**src/rtl/bram_req_adapter_pkg.sv**
```systemverilog
// Shared types and helpers for the BRAM request adapter.
package bram_req_adapter_pkg;

   // Adapter top-level state: zeroing sweep after reset, then normal traffic.
   typedef enum logic [0:0] {ST_INIT, ST_RUN} state_e;

   // A new response-producing request may issue only if every response already owed
   // (buffered entries plus the one whose RAM data is arriving this cycle) still leaves a
   // free slot. Pops in the same cycle are deliberately not credited, so the ready path
   // never sees the consumer.
   function automatic logic credit_ok(input int unsigned occ, input int unsigned pend,
                                      input int unsigned depth);
      return (occ + pend) < depth;
   endfunction

endpackage

```
**src/rtl/bram_resp_fifo.sv**
```systemverilog
// In-order synchronous FIFO for read responses; push and pop may coincide at any
// occupancy, including full. Exposes its occupancy for credit accounting.
module bram_resp_fifo #(
   parameter int unsigned WIDTH = 8,
   parameter int unsigned DEPTH = 3,
   localparam int unsigned CW   = $clog2(DEPTH + 1)
) (
   input  logic             clka,
   input  logic             rsta,
   input  logic             push,
   input  logic [WIDTH-1:0] push_data,
   input  logic             pop,
   output logic [WIDTH-1:0] pop_data,
   output logic             full,
   output logic             empty,
   output logic [CW-1:0]    count
);

   localparam int unsigned PW = (DEPTH > 1) ? $clog2(DEPTH) : 1;
   localparam logic [PW-1:0] PTR_LAST = PW'(DEPTH - 1);

   logic [WIDTH-1:0] mem_q [DEPTH];
   logic [PW-1:0]    wr_ptr_q, wr_ptr_d;
   logic [PW-1:0]    rd_ptr_q, rd_ptr_d;
   logic [CW-1:0]    count_q, count_d;
   logic             do_push, do_pop;

   assign full     = (count_q == CW'(DEPTH));
   assign empty    = (count_q == '0);
   assign count    = count_q;
   assign pop_data = mem_q[rd_ptr_q];
   // A full buffer can still take a push when the head leaves in the same cycle.
   assign do_push  = push && (!full || pop);
   assign do_pop   = pop && !empty;

   // Pointer wrap (depth need not be a power of two) and occupancy update.
   always_comb begin
      wr_ptr_d = wr_ptr_q;
      rd_ptr_d = rd_ptr_q;
      count_d  = count_q;
      if (do_push) begin
         wr_ptr_d = (wr_ptr_q == PTR_LAST) ? '0 : wr_ptr_q + PW'(1);
      end
      if (do_pop) begin
         rd_ptr_d = (rd_ptr_q == PTR_LAST) ? '0 : rd_ptr_q + PW'(1);
      end
      if (do_push && !do_pop) begin
         count_d = count_q + CW'(1);
      end else if (do_pop && !do_push) begin
         count_d = count_q - CW'(1);
      end
   end

   // Pointer and occupancy registers; reset flushes the buffer.
   always_ff @(posedge clka) begin
      if (rsta) begin
         wr_ptr_q <= '0;
         rd_ptr_q <= '0;
         count_q  <= '0;
      end else begin
         wr_ptr_q <= wr_ptr_d;
         rd_ptr_q <= rd_ptr_d;
         count_q  <= count_d;
      end
   end

   // Entry storage; contents are meaningless outside the occupied window, so no reset.
   always_ff @(posedge clka) begin
      if (do_push) begin
         mem_q[wr_ptr_q] <= push_data;
      end
   end

endmodule

```
**src/rtl/bram_req_adapter.sv**
```systemverilog
// Valid/ready front-end for a single-port no-change BRAM with 1-cycle read latency.
// Zeroes the array after reset, then turns reads into in-order, buffered responses.
// Optional build macro BRAM_REQ_ADAPTER_WRITE_ACK_EN: writes consume a credit and return
// an in-order response (rdata 0, resp_is_write 1).
module bram_req_adapter
   import bram_req_adapter_pkg::*;
#(
   parameter int unsigned RAM_WIDTH  = 18,
   parameter int unsigned RAM_DEPTH  = 1024,
   parameter int unsigned TAG_W      = 4,
   parameter int unsigned RESP_DEPTH = 3,
   parameter int unsigned INIT_SWEEP = 1,
   localparam int unsigned AW        = $clog2(RAM_DEPTH)
) (
   input  logic                 clka,
   input  logic                 rsta,
   input  logic                 req_valid,
   output logic                 req_ready,
   input  logic                 req_we,
   input  logic [AW-1:0]        req_addr,
   input  logic [RAM_WIDTH-1:0] req_wdata,
   input  logic [TAG_W-1:0]     req_tag,
   output logic                 resp_valid,
   input  logic                 resp_ready,
   output logic [RAM_WIDTH-1:0] resp_rdata,
   output logic [TAG_W-1:0]     resp_tag,
`ifdef BRAM_REQ_ADAPTER_WRITE_ACK_EN
   output logic                 resp_is_write,
`endif
   output logic                 init_done,
   output logic [AW-1:0]        ram_addra,
   output logic [RAM_WIDTH-1:0] ram_dina,
   output logic                 ram_wea,
   output logic                 ram_ena,
   output logic                 ram_regcea,
   output logic                 ram_rsta,
   input  logic [RAM_WIDTH-1:0] ram_douta
);

   localparam int unsigned CW = $clog2(RESP_DEPTH + 1);
   // Sweep counter is one bit wider than the address so the terminal compare is exact.
   localparam logic [AW:0] CNT_LAST = (AW + 1)'(RAM_DEPTH - 1);

   // Field widths follow this instance's parameters, so the entry type lives here.
   typedef struct packed {
      logic [RAM_WIDTH-1:0] rdata;
      logic [TAG_W-1:0]     tag;
      logic                 is_write;
   } resp_entry_t;

   localparam int unsigned EW = $bits(resp_entry_t);

   state_e           state_q, state_d;
   logic [AW:0]      cnt_q, cnt_d;
   logic             pend_q, pend_d;
   logic             pend_wr_q, pend_wr_d;
   logic [TAG_W-1:0] tag_q, tag_d;

   logic [CW-1:0]    occ;
   logic             fifo_full;
   logic             fifo_empty;
   logic             credit;
   logic             accept;
   resp_entry_t      push_entry;
   resp_entry_t      head_entry;

   assign credit = credit_ok(32'(occ), 32'(pend_q), RESP_DEPTH);

   // Next-state, sweep counter, credit gating and RAM port drive.
   always_comb begin
      state_d    = state_q;
      cnt_d      = cnt_q;
      pend_d     = 1'b0;
      pend_wr_d  = 1'b0;
      tag_d      = tag_q;
      req_ready  = 1'b0;
      accept     = 1'b0;
      ram_ena    = 1'b0;
      ram_wea    = 1'b0;
      ram_addra  = req_addr;
      ram_dina   = req_wdata;
      unique case (state_q)
         ST_INIT: begin
            ram_ena   = 1'b1;
            ram_wea   = 1'b1;
            ram_addra = cnt_q[AW-1:0];
            ram_dina  = '0;
            cnt_d     = cnt_q + (AW + 1)'(1);
            if (cnt_q == CNT_LAST) begin
               state_d = ST_RUN;
            end
         end
         ST_RUN: begin
`ifdef BRAM_REQ_ADAPTER_WRITE_ACK_EN
            req_ready = credit;
`else
            // Writes produce no response, so they never wait for buffer space.
            req_ready = req_we || credit;
`endif
            accept  = req_valid && req_ready;
            ram_ena = accept;
            ram_wea = accept && req_we;
`ifdef BRAM_REQ_ADAPTER_WRITE_ACK_EN
            pend_d    = accept;
            pend_wr_d = accept && req_we;
`else
            pend_d    = accept && !req_we;
`endif
            if (pend_d) begin
               tag_d = req_tag;
            end
         end
      endcase
      // Nothing reaches the RAM or the requester while reset is held.
      if (rsta) begin
         req_ready = 1'b0;
         accept    = 1'b0;
         ram_ena   = 1'b0;
         ram_wea   = 1'b0;
      end
   end

   // State, sweep counter and in-flight read bookkeeping.
   always_ff @(posedge clka) begin
      if (rsta) begin
         state_q   <= (INIT_SWEEP != 0) ? ST_INIT : ST_RUN;
         cnt_q     <= '0;
         pend_q    <= 1'b0;
         pend_wr_q <= 1'b0;
         tag_q     <= '0;
      end else begin
         state_q   <= state_d;
         cnt_q     <= cnt_d;
         pend_q    <= pend_d;
         pend_wr_q <= pend_wr_d;
         tag_q     <= tag_d;
      end
   end

   // RAM data is valid the cycle after issue; capture it with the tag issued alongside.
   always_comb begin
      push_entry.rdata    = pend_wr_q ? '0 : ram_douta;
      push_entry.tag      = tag_q;
      push_entry.is_write = pend_wr_q;
   end

   bram_resp_fifo #(
      .WIDTH (EW),
      .DEPTH (RESP_DEPTH)
   ) u_resp_fifo (
      .clka      (clka),
      .rsta      (rsta),
      .push      (pend_q),
      .push_data (push_entry),
      .pop       (resp_valid && resp_ready),
      .pop_data  (head_entry),
      .full      (fifo_full),
      .empty     (fifo_empty),
      .count     (occ)
   );

   assign resp_valid = !fifo_empty;
   assign resp_rdata = head_entry.rdata;
   assign resp_tag   = head_entry.tag;
   assign init_done  = (state_q == ST_RUN) && !rsta;
   assign ram_regcea = 1'b1;
   assign ram_rsta   = rsta;

`ifdef BRAM_REQ_ADAPTER_WRITE_ACK_EN
   assign resp_is_write = head_entry.is_write;
   logic unused_sig;
   assign unused_sig = fifo_full;
`else
   logic unused_sig;
   assign unused_sig = fifo_full ^ head_entry.is_write;
`endif

endmodule

```
**config.mk**
```make
export PLATFORM = sky130hd
export DESIGN_NAME = bram_req_adapter
export DESIGN_NICKNAME = d
export VERILOG_FILES = /design/src/rtl/bram_req_adapter_pkg.sv /design/src/rtl/bram_resp_fifo.sv /design/src/rtl/bram_req_adapter.sv
export SDC_FILE = /design/constraint.sdc
export NUM_CORES = 1
export LEC_CHECK = 0
export ABC_AREA = 1
export CELL_PAD_IN_SITES_DETAIL_PLACEMENT = 1
export CELL_PAD_IN_SITES_GLOBAL_PLACEMENT = 1
export CORE_UTILIZATION = 30
export CTS_BUF_LIST = sky130_fd_sc_hd__clkbuf_2 sky130_fd_sc_hd__clkbuf_4 sky130_fd_sc_hd__clkbuf_8
export CTS_CLUSTER_SIZE = 20
export DETAILED_ROUTE_END_ITERATION = 12
export PLACE_DENSITY_LB_ADDON = 0.1
export SETUP_SLACK_MARGIN = 0.02
export SLEW_MARGIN = 20
export SYNTH_ARGS = -nofsm -noshare
export SYNTH_HDL_FRONTEND = slang
export SYNTH_SLANG_ARGS = --single-unit
```
**constraint.sdc**
```tcl
create_clock -name clka -period 2.34 [get_ports clka]
set_input_delay 0.468 -clock clka [delete_from_list [all_inputs] [get_ports clka]]
set_output_delay 0.468 -clock clka [all_outputs]
set_load 0.05 [all_outputs]
```
### Yosys cells after proc, flatten, opt, wreduce, memory -nomap -nowiden

Memory sizes are Yosys's and may differ from the RTL's. A register that Yosys moved wholly into a read port is not among the register bits.
Index checks and enable logic that the tools add are counted.
W data, S select, Z words.

* memory bits (writable): 66
* flip-flop bits (word level): 23
* latch bits: 0
* bits in read-only memories: 0
* input bits: 55
* memories: 1

Memory list
* u_resp_fifo.mem_q: words 3, width 22, read ports 1, clocked after Yosys merged registers in 1, wr ports 1, RTL line bram_resp_fifo.sv:22 `logic [WIDTH-1:0] mem_q [DEPTH];`

* bitwise logic cells: 1
* equal/unequal tests: 4
* divide/modulo/power cells: 0
* reductions and logical operators: 21
* shift-type cells: 0
* add/sub/neg operators: 6
* $lt $le $gt $ge: 1
* multiply operators: 0
* muxes and demuxes: 18

Operators with widths (count)
* $mux W18: 1
* $mux W2: 6
* $add A11 B1 Y11 const B: 1
* $eq A11 B10 Y1 const B: 1
* $mux W10: 1
* $logic_and A1 B1 Y1: 9
* $mux W1: 8
* $add A2 B1 Y2 const B: 3
* $eq A2 B2 Y1 const B: 3
* $logic_not A1 Y1: 6
* $pmux W1 S2: 2
* $add A2 B1 Y3: 1
* $lt A3 B2 Y1 const B: 1
* $logic_not A2 Y1: 1
* $logic_or A1 B1 Y1: 2
* $reduce_and A2 Y1: 1
* $reduce_bool A2 Y1: 1
* $reduce_or A2 Y1: 1
* $sub A2 B1 Y2 const B: 1
* $not A1 Y1: 1

### Longest topological paths before layout

Gate-level depths: netlist of run 1.

* word-level depth: 9
* depth in mapped cells: 9

### Modules after synthesis

A second synthesis of run 1 with hierarchy kept.

* cells, all modules: 424
* area, all modules: 4063.9 µm²

Modules (own cells, without submodules)
* bram_resp_fifo: seq. area each 2232.1 µm², cells an instance 226, area an instance 2912.8 µm², times used 1
* bram_req_adapter: seq. area each 340.3 µm², cells an instance 198, area an instance 1151.1 µm², times used 1

### Worst setup path before layout of run 1

OpenSTA, ideal clock, no wires.

* path kind: reg2out
* start: register pend_q
* end: output port req_ready
* cell stages (with the launch flop): 6
* arrival: 1.933 ns
* path slack: -0.061 ns
* cell sequence: dfxtp_1 > ha_1 > ha_1 > nand2_1 > a21oi_1 > nor3_1

* cells in the longest elaborated chain, start to end: 5

Ends and longest elaborated chain
* from (decl): RTL line bram_req_adapter.sv:55 `logic pend_q, pend_d;`
* from (signal assigned): RTL line bram_req_adapter.sv:134 `pend_q <= pend_d;`
* $add A2 B1 Y3: RTL line bram_req_adapter_pkg.sv:13 `return (occ + pend) < depth;`
* $lt A3 B2 Y1: RTL line bram_req_adapter_pkg.sv:13
* $logic_or A1 B1 Y1: RTL line bram_req_adapter.sv:98 `req_ready = req_we || credit;`
* $mux W1: RTL line bram_req_adapter.sv:82 `unique case (state_q)`
* $mux W1: RTL line bram_req_adapter.sv:115 `if (rsta) begin`
* to (decl): RTL line bram_req_adapter.sv:18 `output logic req_ready,`

No other way between the ends.

### Worst setup path in the final report of run 1

* start: register pend_q
* end: output port ram_ena

* cells in the longest elaborated chain, start to end: 6

Ends and longest elaborated chain
* $add A2 B1 Y3: RTL line bram_req_adapter_pkg.sv:13
* $lt A3 B2 Y1: RTL line bram_req_adapter_pkg.sv:13
* $logic_or A1 B1 Y1: RTL line bram_req_adapter.sv:98
* $logic_and A1 B1 Y1: RTL line bram_req_adapter.sv:100 `accept = req_valid && req_ready;`
* $pmux W1 S2: RTL line bram_req_adapter.sv:82
* $mux W1: RTL line bram_req_adapter.sv:115
* to (decl): RTL line bram_req_adapter.sv:34 `output logic ram_ena,`

No other way between the ends.

==> impl_metrics.prom, run 1 <==
# TYPE chip_impl_metric gauge
chip_impl_metric{name="synthArstFlopShare",unit="%"} 0
chip_impl_metric{name="layout.cells.non_filler",unit=""} 693
chip_impl_metric{name="avgViaCountPerCell",unit=""} 4.48
chip_impl_metric{name="crit_path_max_fanout",unit=""} 2
chip_impl_metric{name="power.leakage",unit="nW"} 2.32
chip_impl_metric{name="core_region_area",unit="µm²"} 12600
chip_impl_metric{name="die_h",unit="µm"} 115
chip_impl_metric{name="post_synth.cell_area_avg",unit="µm²"} 9.62
chip_impl_metric{name="start_util",unit="%"} 30.7
chip_impl_metric{name="seq_power_share",unit="%"} 51.6
chip_impl_metric{name="cts.sink_count",unit=""} 91
chip_impl_metric{name="grt_max_degree",unit=""} 23
chip_impl_metric{name="setup_violating_endpoint_count_in_the_final_report",unit=""} 0
chip_impl_metric{name="synth-edff-count",unit=""} 66
chip_impl_metric{name="fp.dieArea",unit="µm²"} 13300
chip_impl_metric{name="net_sw_power",unit="W"} 0.000974
chip_impl_metric{name="drt.antenna.violating_nets",unit=""} 0
chip_impl_metric{name="post-dp-hpwl",unit="mm"} 6.65
chip_impl_info{name="synth_area_leaders",value="sky130_fd_sc_hd__edfxtp_1 (51%), sky130_fd_sc_hd__dfxtp_1 (13%), sky130_fd_sc_hd__nand2_1 (9.0%), sky130_fd_sc_hd__a21oi_1 (7.3%), sky130_fd_sc_hd__nor2_1 (5.5%)"} 1
chip_impl_metric{name="dpl-instance-area",unit="µm²"} 5420
chip_impl_metric{name="fin_worst_setup_slack",unit="ns"} 0.111
chip_impl_metric{name="clkSlewWorstSetupHoldPaths",unit="ns"} 0.08
chip_impl_metric{name="detailroute.via_count",unit=""} 3108
chip_impl_metric{name="layout.filler_cells",unit=""} 1431
chip_impl_metric{name="place_inst",unit=""} 677
chip_impl_metric{name="synth_compound_gate_area_share",unit="%"} 9.37
chip_impl_metric{name="grt_antenna_before_repair",unit=""} 0
chip_impl_info{name="unrepaired_setup_endpoints_after_global_routing",value="yes"} 1
chip_impl_metric{name="switching_share",unit="%"} 28.8
chip_impl_metric{name="postSynthNetCount",unit=""} 460
chip_impl_metric{name="finish.net_count",unit=""} 575
chip_impl_metric{name="pre_cts_slack",unit="ns"} 0.253
chip_impl_metric{name="grt_pass1_vias",unit=""} 3243
chip_impl_metric{name="post_route_cells_drive_above_1_share",unit="%"} 18.0
chip_impl_metric{name="synth_sequential_area_ratio",unit="%"} 64.4
chip_impl_info{name="critical_path.startpoint_type",value="flip-flop"} 1
chip_impl_metric{name="grt_remaining_overflow",unit=""} 0
chip_impl_metric{name="worst_skew_pair.late_latency",unit="ns"} 0.36
chip_impl_info{name="worst_hold_path_type",value="flip-flop to flip-flop"} 1
chip_impl_info{name="worst_path_cell_with_the_longest_stage_delay",value="sky130_fd_sc_hd__dfxtp_1"} 1
chip_impl_metric{name="synthesis.area",unit="µm²"} 3860
chip_impl_metric{name="area_delta_synth_final",unit="%"} 45.4
chip_impl_metric{name="die_w",unit="µm"} 115
chip_impl_info{name="post-synth-top-area-cell",value="sky130_fd_sc_hd__edfxtp_1"} 1
chip_impl_metric{name="gp_routability_congestion",unit=""} 0.713
chip_impl_metric{name="slowest_delay",unit="ns"} 0.32
chip_impl_metric{name="drt_drc_violations_left",unit=""} 0
chip_impl_metric{name="fin_worst_skew",unit="ns"} 0.0115
chip_impl_metric{name="drt-pass1-iter-count",unit=""} 4
chip_impl_metric{name="max_cap_violations",unit=""} 0
chip_impl_info{name="status",value="finished, final reports clean"} 1
chip_impl_metric{name="cts_htree_levels",unit=""} 3
chip_impl_metric{name="yosys.cell_types.count",unit=""} 25
chip_impl_metric{name="yosys_warnings",unit=""} 0
chip_impl_metric{name="std_cell_rows",unit=""} 41
chip_impl_info{name="ys_dominant_reg_cell",value="sky130_fd_sc_hd__edfxtp_1"} 1
chip_impl_metric{name="postCtsSetupRepairBufs",unit=""} 0
chip_impl_info{name="most_used_cell_cp",value="sky130_fd_sc_hd__nor2_1"} 1
chip_impl_metric{name="syn-instance-count",unit=""} 401
chip_impl_info{name="setup.worst_path.end_class",value="output port"} 1
chip_impl_metric{name="comb_power_share",unit="%"} 20.2
chip_impl_metric{name="yosys-mux-area-fraction",unit="%"} 0
chip_impl_metric{name="multi_input_gate_area_in_the_final_layout",unit="µm²"} 1120
chip_impl_metric{name="seq_cell_area",unit="µm²"} 2480
chip_impl_metric{name="clock_tree.buffer_depth",unit=""} 2
chip_impl_metric{name="floorplan.io_pins",unit=""} 112
chip_impl_metric{name="wire_length_of_the_first_global_routing_pass",unit="mm"} 15.2
chip_impl_metric{name="synth-seq-cells",unit=""} 91
chip_impl_metric{name="fin_setup_tns",unit="ns"} 0
chip_impl_info{name="ctsRootBufferMaster",value="sky130_fd_sc_hd__clkbuf_8"} 1
chip_impl_metric{name="maxClockFrequency",unit="GHz"} 0.449
chip_impl_metric{name="numPortBuffers",unit=""} 110
chip_impl_metric{name="power_frac_clock",unit="%"} 28.2
chip_impl_metric{name="power.ir.vdd_worst",unit="mV"} 0.239
chip_impl_metric{name="cts.hold.buffers_added",unit=""} 0
chip_impl_metric{name="final_min_period_over_clock_period",unit="%"} 95.3
chip_impl_info{name="tritoncts",value="built"} 1
chip_impl_metric{name="numCtsBuffers",unit=""} 9
chip_impl_info{name="synth_top_family_by_area",value="simple AND/OR/NAND/NOR gates"} 1
chip_impl_metric{name="dr.first_iter.drc_count",unit=""} 122
chip_impl_metric{name="wire_per_inst",unit="µm"} 13.6
chip_impl_metric{name="antennaDiodeCount",unit=""} 0
chip_impl_metric{name="yosys.area_share.adder",unit="%"} 1.30
chip_impl_metric{name="final_cell_area",unit="µm²"} 5610
chip_impl_metric{name="internal_power",unit="W"} 0.00241
chip_impl_metric{name="routed_wl",unit="mm"} 9.45
chip_impl_metric{name="p_per_area",unit="nW/µm²"} 604
chip_impl_metric{name="grt.total_usage",unit="%"} 15.0
chip_impl_info{name="crit_type",value="flip-flop to output port"} 1
chip_impl_metric{name="hold_viol",unit=""} 0
chip_impl_metric{name="synth_top_area_share",unit="%"} 51.4
chip_impl_metric{name="arrival",unit="ns"} 1.76
chip_impl_metric{name="simple_gate_fraction_of_synth_area",unit="%"} 18.0
chip_impl_metric{name="post_route_minimum_period",unit="ns"} 2.23
chip_impl_metric{name="synth_xor_xnor_area_share",unit="%"} 0
chip_impl_metric{name="worstPathRequired",unit="ns"} 1.87
chip_impl_metric{name="slew_violations",unit=""} 0
chip_impl_info{name="cp_cell_sequence",value="ha_1 -> ha_1 -> nand2_1 -> a21oi_2 -> nor2_1 -> nor2_1 -> nor2_1 -> buf_6"} 1
## cell usage after synthesis (2+ instances only)
master                     number
sky130_fd_sc_hd__a21oi_1       56
sky130_fd_sc_hd__buf_2          7
sky130_fd_sc_hd__buf_4          2
sky130_fd_sc_hd__clkbuf_1       6
sky130_fd_sc_hd__dfxtp_1       25
sky130_fd_sc_hd__edfxtp_1      66
sky130_fd_sc_hd__ha_1           4
sky130_fd_sc_hd__inv_1         46
sky130_fd_sc_hd__nand2_1       93
sky130_fd_sc_hd__nand2_2        3
sky130_fd_sc_hd__nand3_1        4
sky130_fd_sc_hd__nand3b_1       2
sky130_fd_sc_hd__nor2_1        57
sky130_fd_sc_hd__nor2_2         2
sky130_fd_sc_hd__nor3_1         6
sky130_fd_sc_hd__o21ai_0       13
## power groups by stage
stage / logic, W / registers [W] / clock network (W)
after floorplan: 0.000406 / 0.00178 / 0
after global placement: 0.000678 / 0.00178 / 0
after detailed placement: 0.000691 / 0.00179 / 0
after CTS: 0.000692 / 0.00175 / 0.000983
after global routing: 0.000732 / 0.00175 / 0.00103
final: 0.000683 / 0.00175 / 0.000954
## placed cells by master, fill, tap and decap left out, types with 5 or more instances in the layout
master / count
sky130_fd_sc_hd__a21oi_1: 55
sky130_fd_sc_hd__buf_12: 31
sky130_fd_sc_hd__buf_4: 33
sky130_fd_sc_hd__clkbuf_8: 9
sky130_fd_sc_hd__clkdlybuf4s50_1: 55
sky130_fd_sc_hd__dfxtp_1: 24
sky130_fd_sc_hd__edfxtp_1: 66
sky130_fd_sc_hd__inv_1: 46
sky130_fd_sc_hd__nand2_1: 93
sky130_fd_sc_hd__nor2_1: 56
sky130_fd_sc_hd__nor3_1: 5
sky130_fd_sc_hd__o21ai_0: 13
## worst max-delay path, delay by kind of cell (launching register included)
family	cells	cell delay, ns
simple gates	4	0.29
compound gates	1	0.18
buf+inv	1	0.17
flops	1	0.32
fa+ha+maj	2	0.46
## layer usage
metal / vias to the layer above / routed length [µm] / track usage, %
li1: 1534 / - / -
met1: 1484 / 3890 / 16.2
met2: 82 / 4870 / 27.9
met3: 8 / 598 / 4.43
met4: 0 / 86 / 4.42
met5: - / 0 / 0
## metrics by stage
stage	total power [W]	util [%]	hold slack, ns
after floorplan	0.00219	-	0.444
after global placement	0.00246	43.2	0.457
after detailed placement	0.00248	43.2	0.472
after CTS	0.00342	44.5	0.492
after global routing	0.00352	44.6	0.518
final	0.00339	44.6	0.485
## final timing paths
kind	cells after the start	slack, ns	start	endpoint
setup / recovery	8	0.11	pend_q	ram_ena
hold / removal	0	0.49	tag_q[3]	u_resp_fifo.mem_q[2][3]
setup reg to reg	8	0.65	pend_q	tag_q[2]
hold reg to reg	0	0.49	tag_q[3]	u_resp_fifo.mem_q[2][3]
## registers in the layout, summed over array words and instances, names as in the netlist, named ones only
name and flops:
u_resp_fifo.wr_ptr_q 2, cnt_q 11, u_resp_fifo.rd_ptr_q 2, tag_q 4, u_resp_fifo.count 2, pend_q 1, u_resp_fifo.mem_q 66, state_q 1
## kinds of logic after synthesis
kind of cell / count (synthesis)
buffers and inverters: 64
flip-flops: 91
AND/OR/NAND/NOR: 170
other: 1
AO/OA/AOI/OAI: 71
adder cells (fa/ha/maj): 4
## cell type report
cell class / count / share of cell area (%)
sequential: 91 / 44.3
clock buffer: 13 / 2.74
timing repair buffer: 121 / 25.7
clock inverter: 3 / 0.312
tap: 172 / 3.84
multi-input combinational: 246 / 20.0
inverter: 47 / 3.15
## repair_timing
item	in CTS	in global routing
resized for setup	0	4
setup endpoints to repair	0	2
endpoints found under the hold margin	0	0
Note: power is estimated with default switching activity, not from simulation.
==> run 2, diff against run 1 <==
CORE_MARGIN = 2   (was unset)
==> run 2 against run 1 <==
Hold slack better by 0.0038 ns. Final cell count stayed put. Die area is 3.5% higher. Fmax is 0.33% higher. First-iteration DRC count is 33% higher. Combinational power hardly changed. Wire length is 0.25% lower. Global-route usage is 0.77 points lower. Via count is 0.26% lower. Sequential share of layout area is 0.25 points lower. Total power is 1.9% higher. Register-to-register slack worse by 0.09 ns. Critical endpoint unchanged. Highest routed layer unchanged.
==> impl_metrics.prom, run 2 (same netlist as run 1, synthesis figures left out) <==
# TYPE chip_impl_metric gauge
chip_impl_metric{name="final_min_period_over_clock_period",unit="%"} 95.0
chip_impl_metric{name="crit_path_max_fanout",unit=""} 3
chip_impl_info{name="registers.top_by_ff_count",value="u_resp_fifo.mem_q"} 1
chip_impl_metric{name="fin_setup_tns",unit="ns"} 0
chip_impl_metric{name="grt_remaining_overflow",unit=""} 0
chip_impl_metric{name="worstPathRequired",unit="ns"} 1.87
chip_impl_metric{name="reg2reg_depth",unit=""} 9
chip_impl_metric{name="post_route_cells_drive_above_1_share",unit="%"} 18.2
chip_impl_metric{name="power_frac_clock",unit="%"} 29.4
chip_impl_metric{name="largest_reg_flops",unit=""} 66
chip_impl_metric{name="worstSetupPathDepth",unit=""} 8
chip_impl_info{name="setup.worst_path.end_class",value="output port"} 1
chip_impl_info{name="status",value="finished, final reports clean"} 1
chip_impl_info{name="most-common-layout-cells",value="sky130_fd_sc_hd__nand2_1 (92), sky130_fd_sc_hd__edfxtp_1 (66), sky130_fd_sc_hd__nor2_1 (56), sky130_fd_sc_hd__a21oi_1 (55), sky130_fd_sc_hd__clkdlybuf4s50_1 (55)"} 1
chip_impl_info{name="worst_r2r_endpoint",value="tag_q[0]"} 1
chip_impl_metric{name="post-dp-hpwl",unit="mm"} 6.67
chip_impl_metric{name="routed_wl",unit="mm"} 9.43
chip_impl_metric{name="die_h",unit="µm"} 117
chip_impl_info{name="tritoncts",value="built"} 1
chip_impl_metric{name="avgViaCountPerCell",unit=""} 4.47
chip_impl_metric{name="routed-wl-met2",unit="mm"} 4.73
chip_impl_info{name="critical_path.startpoint_type",value="flip-flop"} 1
chip_impl_metric{name="fin_worst_skew",unit="ns"} 0.0105
chip_impl_info{name="ctsRootBufferMaster",value="sky130_fd_sc_hd__clkbuf_8"} 1
chip_impl_metric{name="maxClockFrequency",unit="GHz"} 0.450
chip_impl_metric{name="gp_routability_congestion",unit=""} 0.742
chip_impl_metric{name="std_cell_rows",unit=""} 41
chip_impl_info{name="unrepaired_setup_endpoints_after_global_routing",value="no"} 1
chip_impl_metric{name="slew_violations",unit=""} 0
chip_impl_metric{name="slowest_delay",unit="ns"} 0.34
chip_impl_metric{name="cts.hold.buffers_added",unit=""} 0
chip_impl_metric{name="wirelength_met1",unit="mm"} 3.99
chip_impl_metric{name="fin_worst_setup_slack",unit="ns"} 0.118
chip_impl_info{name="cpLargestDelayFamily",value="adder cells"} 1
chip_impl_metric{name="p_per_area",unit="nW/µm²"} 612
chip_impl_info{name="highest_layer",value="met4"} 1
chip_impl_info{name="cp_cell_sequence",value="ha_1 -> ha_1 -> nand2_2 -> a21oi_2 -> nor2_1 -> nor2_1 -> nor2_1 -> buf_6"} 1
chip_impl_metric{name="clock_tree.buffer_depth",unit=""} 2
chip_impl_metric{name="wire_per_inst",unit="µm"} 13.6
chip_impl_metric{name="grt_antenna_before_repair",unit=""} 0
chip_impl_metric{name="worst_skew_pair.late_latency",unit="ns"} 0.35
chip_impl_info{name="timing.hold.worst.start",value="u_resp_fifo.wr_ptr_q[1]"} 1
chip_impl_metric{name="core_region_area",unit="µm²"} 12600
chip_impl_metric{name="power.ir.vdd_worst",unit="mV"} 0.274
chip_impl_info{name="worst_hold_path_type",value="flip-flop to flip-flop"} 1
chip_impl_info{name="layout.cells.most_common",value="sky130_fd_sc_hd__nand2_1"} 1
chip_impl_metric{name="grt_pass1_vias",unit=""} 3240
chip_impl_info{name="most_used_cell_cp",value="sky130_fd_sc_hd__nor2_1"} 1
chip_impl_metric{name="start_util",unit="%"} 30.7
chip_impl_info{name="critPathCapture",value="ram_ena"} 1
chip_impl_metric{name="switching_share",unit="%"} 27.9
chip_impl_metric{name="grt.total_usage",unit="%"} 14.2
chip_impl_metric{name="internal_power",unit="W"} 0.00249
chip_impl_info{name="crit_type",value="flip-flop to output port"} 1
chip_impl_metric{name="dr.first_iter.drc_count",unit=""} 162
chip_impl_metric{name="pre_cts_slack",unit="ns"} 0.224
chip_impl_info{name="worst_path_cell_with_the_longest_stage_delay",value="sky130_fd_sc_hd__dfxtp_2"} 1
chip_impl_metric{name="clkSlewWorstSetupHoldPaths",unit="ns"} 0.09
chip_impl_metric{name="die_w",unit="µm"} 117
chip_impl_metric{name="post_route_minimum_period",unit="ns"} 2.22
chip_impl_metric{name="hold_viol",unit=""} 0
chip_impl_metric{name="cp_num_buf_inv",unit=""} 1
chip_impl_metric{name="numPortBuffers",unit=""} 110
chip_impl_metric{name="drt.antenna.violating_nets",unit=""} 0
chip_impl_metric{name="wire_length_of_the_first_global_routing_pass",unit="mm"} 15.8
chip_impl_metric{name="cts.sink_count",unit=""} 91
chip_impl_metric{name="finish.net_count",unit=""} 575
chip_impl_metric{name="cts_htree_levels",unit=""} 3
chip_impl_metric{name="seq_power_share",unit="%"} 50.7
chip_impl_info{name="critical_path.startpoint",value="u_resp_fifo.count[0]"} 1
chip_impl_metric{name="drt-pass1-iter-count",unit=""} 4
chip_impl_metric{name="max_cap_violations",unit=""} 0
chip_impl_metric{name="detailroute.via_count",unit=""} 3100
chip_impl_metric{name="fp.dieArea",unit="µm²"} 13800
chip_impl_metric{name="comb_power_share",unit="%"} 19.9
chip_impl_metric{name="power.leakage",unit="nW"} 2.34
chip_impl_metric{name="hold-path-cell-count",unit=""} 2
chip_impl_metric{name="area_delta_synth_final",unit="%"} 46.2
chip_impl_metric{name="drt_drc_violations_left",unit=""} 0
chip_impl_metric{name="net_sw_power",unit="W"} 0.000962
chip_impl_metric{name="antennaDiodeCount",unit=""} 0
chip_impl_metric{name="met3_length",unit="µm"} 609
chip_impl_info{name="largest_registers",value="u_resp_fifo.mem_q (66), cnt_q (11), tag_q (4)"} 1
chip_impl_metric{name="setup_violating_endpoint_count_in_the_final_report",unit=""} 0
chip_impl_metric{name="numCtsBuffers",unit=""} 9
chip_impl_metric{name="grt_max_degree",unit=""} 35
chip_impl_metric{name="timing.reg2reg.setup_slack",unit="ns"} 0.56
chip_impl_metric{name="floorplan.io_pins",unit=""} 112
chip_impl_metric{name="arrival",unit="ns"} 1.75
chip_impl_info{name="r2r-start",value="u_resp_fifo.count[0]"} 1
chip_impl_metric{name="layout.filler_cells",unit=""} 1406
[run 2: per-stage QoR]
| step | power (W) | cell area (µm²) | hold WS, ns | util (%) | cells |
|---|---|---|---|---|---|
| global route | 0.00359 | 5640 | 0.521 | 44.9 | 693 |
| CTS | 0.00349 | 5620 | 0.491 | 44.7 | 692 |
| detailed placement | 0.00248 | 5430 | 0.472 | 43.2 | 676 |
| finish | 0.00345 | 5640 | 0.489 | 44.9 | 693 |
| global placement | 0.00247 | 5430 | 0.461 | 43.2 | 676 |
| floorplan | 0.00219 | 3860 | 0.444 | - | 401 |
[run 2: cell type report]
type                       count  area, µm²  share of cell area [%]
sequential                    91       2480                    44.0
timing repair buffer         121       1450                    25.7
multi-input combinational    246       1120                    19.9
tap                          172        215                    3.82
clock buffer                  15        185                    3.28
inverter                      47        176                    3.13
clock inverter                 1       6.26                   0.111
[run 2: power groups by stage]
stage          clock network (W)  logic (W)  registers, W
3_5_place_dp                   0   0.000692       0.00179
6_report                 0.00101   0.000685       0.00175
5_1_grt                  0.00110   0.000737       0.00175
3_3_place_gp                   0   0.000682       0.00179
2_1_floorplan                  0   0.000406       0.00178
4_1_cts                  0.00105   0.000694       0.00175
[run 2: tightest hold or removal path, delay by kind of cell (launching register included)]
| kind | cells | cell delay, ns |
|---|---|---|
| simple gates | 1 | 0.06 |
| flops | 1 | 0.33 |
| compound gates | 1 | 0.05 |
[run 2: per-layer routing]
layer	vias to the layer above	GRT usage, %
met1	1468	16.7
met5	-	0
met3	9	5.01
li1	1536	-
met2	87	24.9
met4	0	3.24
[run 2: what timing repair did]
item                                    in CTS  in global routing
gates resized for setup                      1                  3
endpoints found under the setup margin       1                  1
buffers inserted                             0                  1
endpoints found under the hold margin        0                  0
pin swaps                                    0                  4
[run 2: worst min-delay path by stage]
| stage | slack [ns] | to |
|---|---|---|
| after floorplan | 0.44 | u_resp_fifo.mem_q[0][0] |
| after global placement | 0.46 | u_resp_fifo.mem_q[0][1] |
| after detailed placement | 0.47 | u_resp_fifo.mem_q[2][1] |
| after CTS | 0.49 | u_resp_fifo.wr_ptr_q[1] |
| after global routing | 0.52 | u_resp_fifo.wr_ptr_q[0] |
| final | 0.49 | u_resp_fifo.wr_ptr_q[1] |
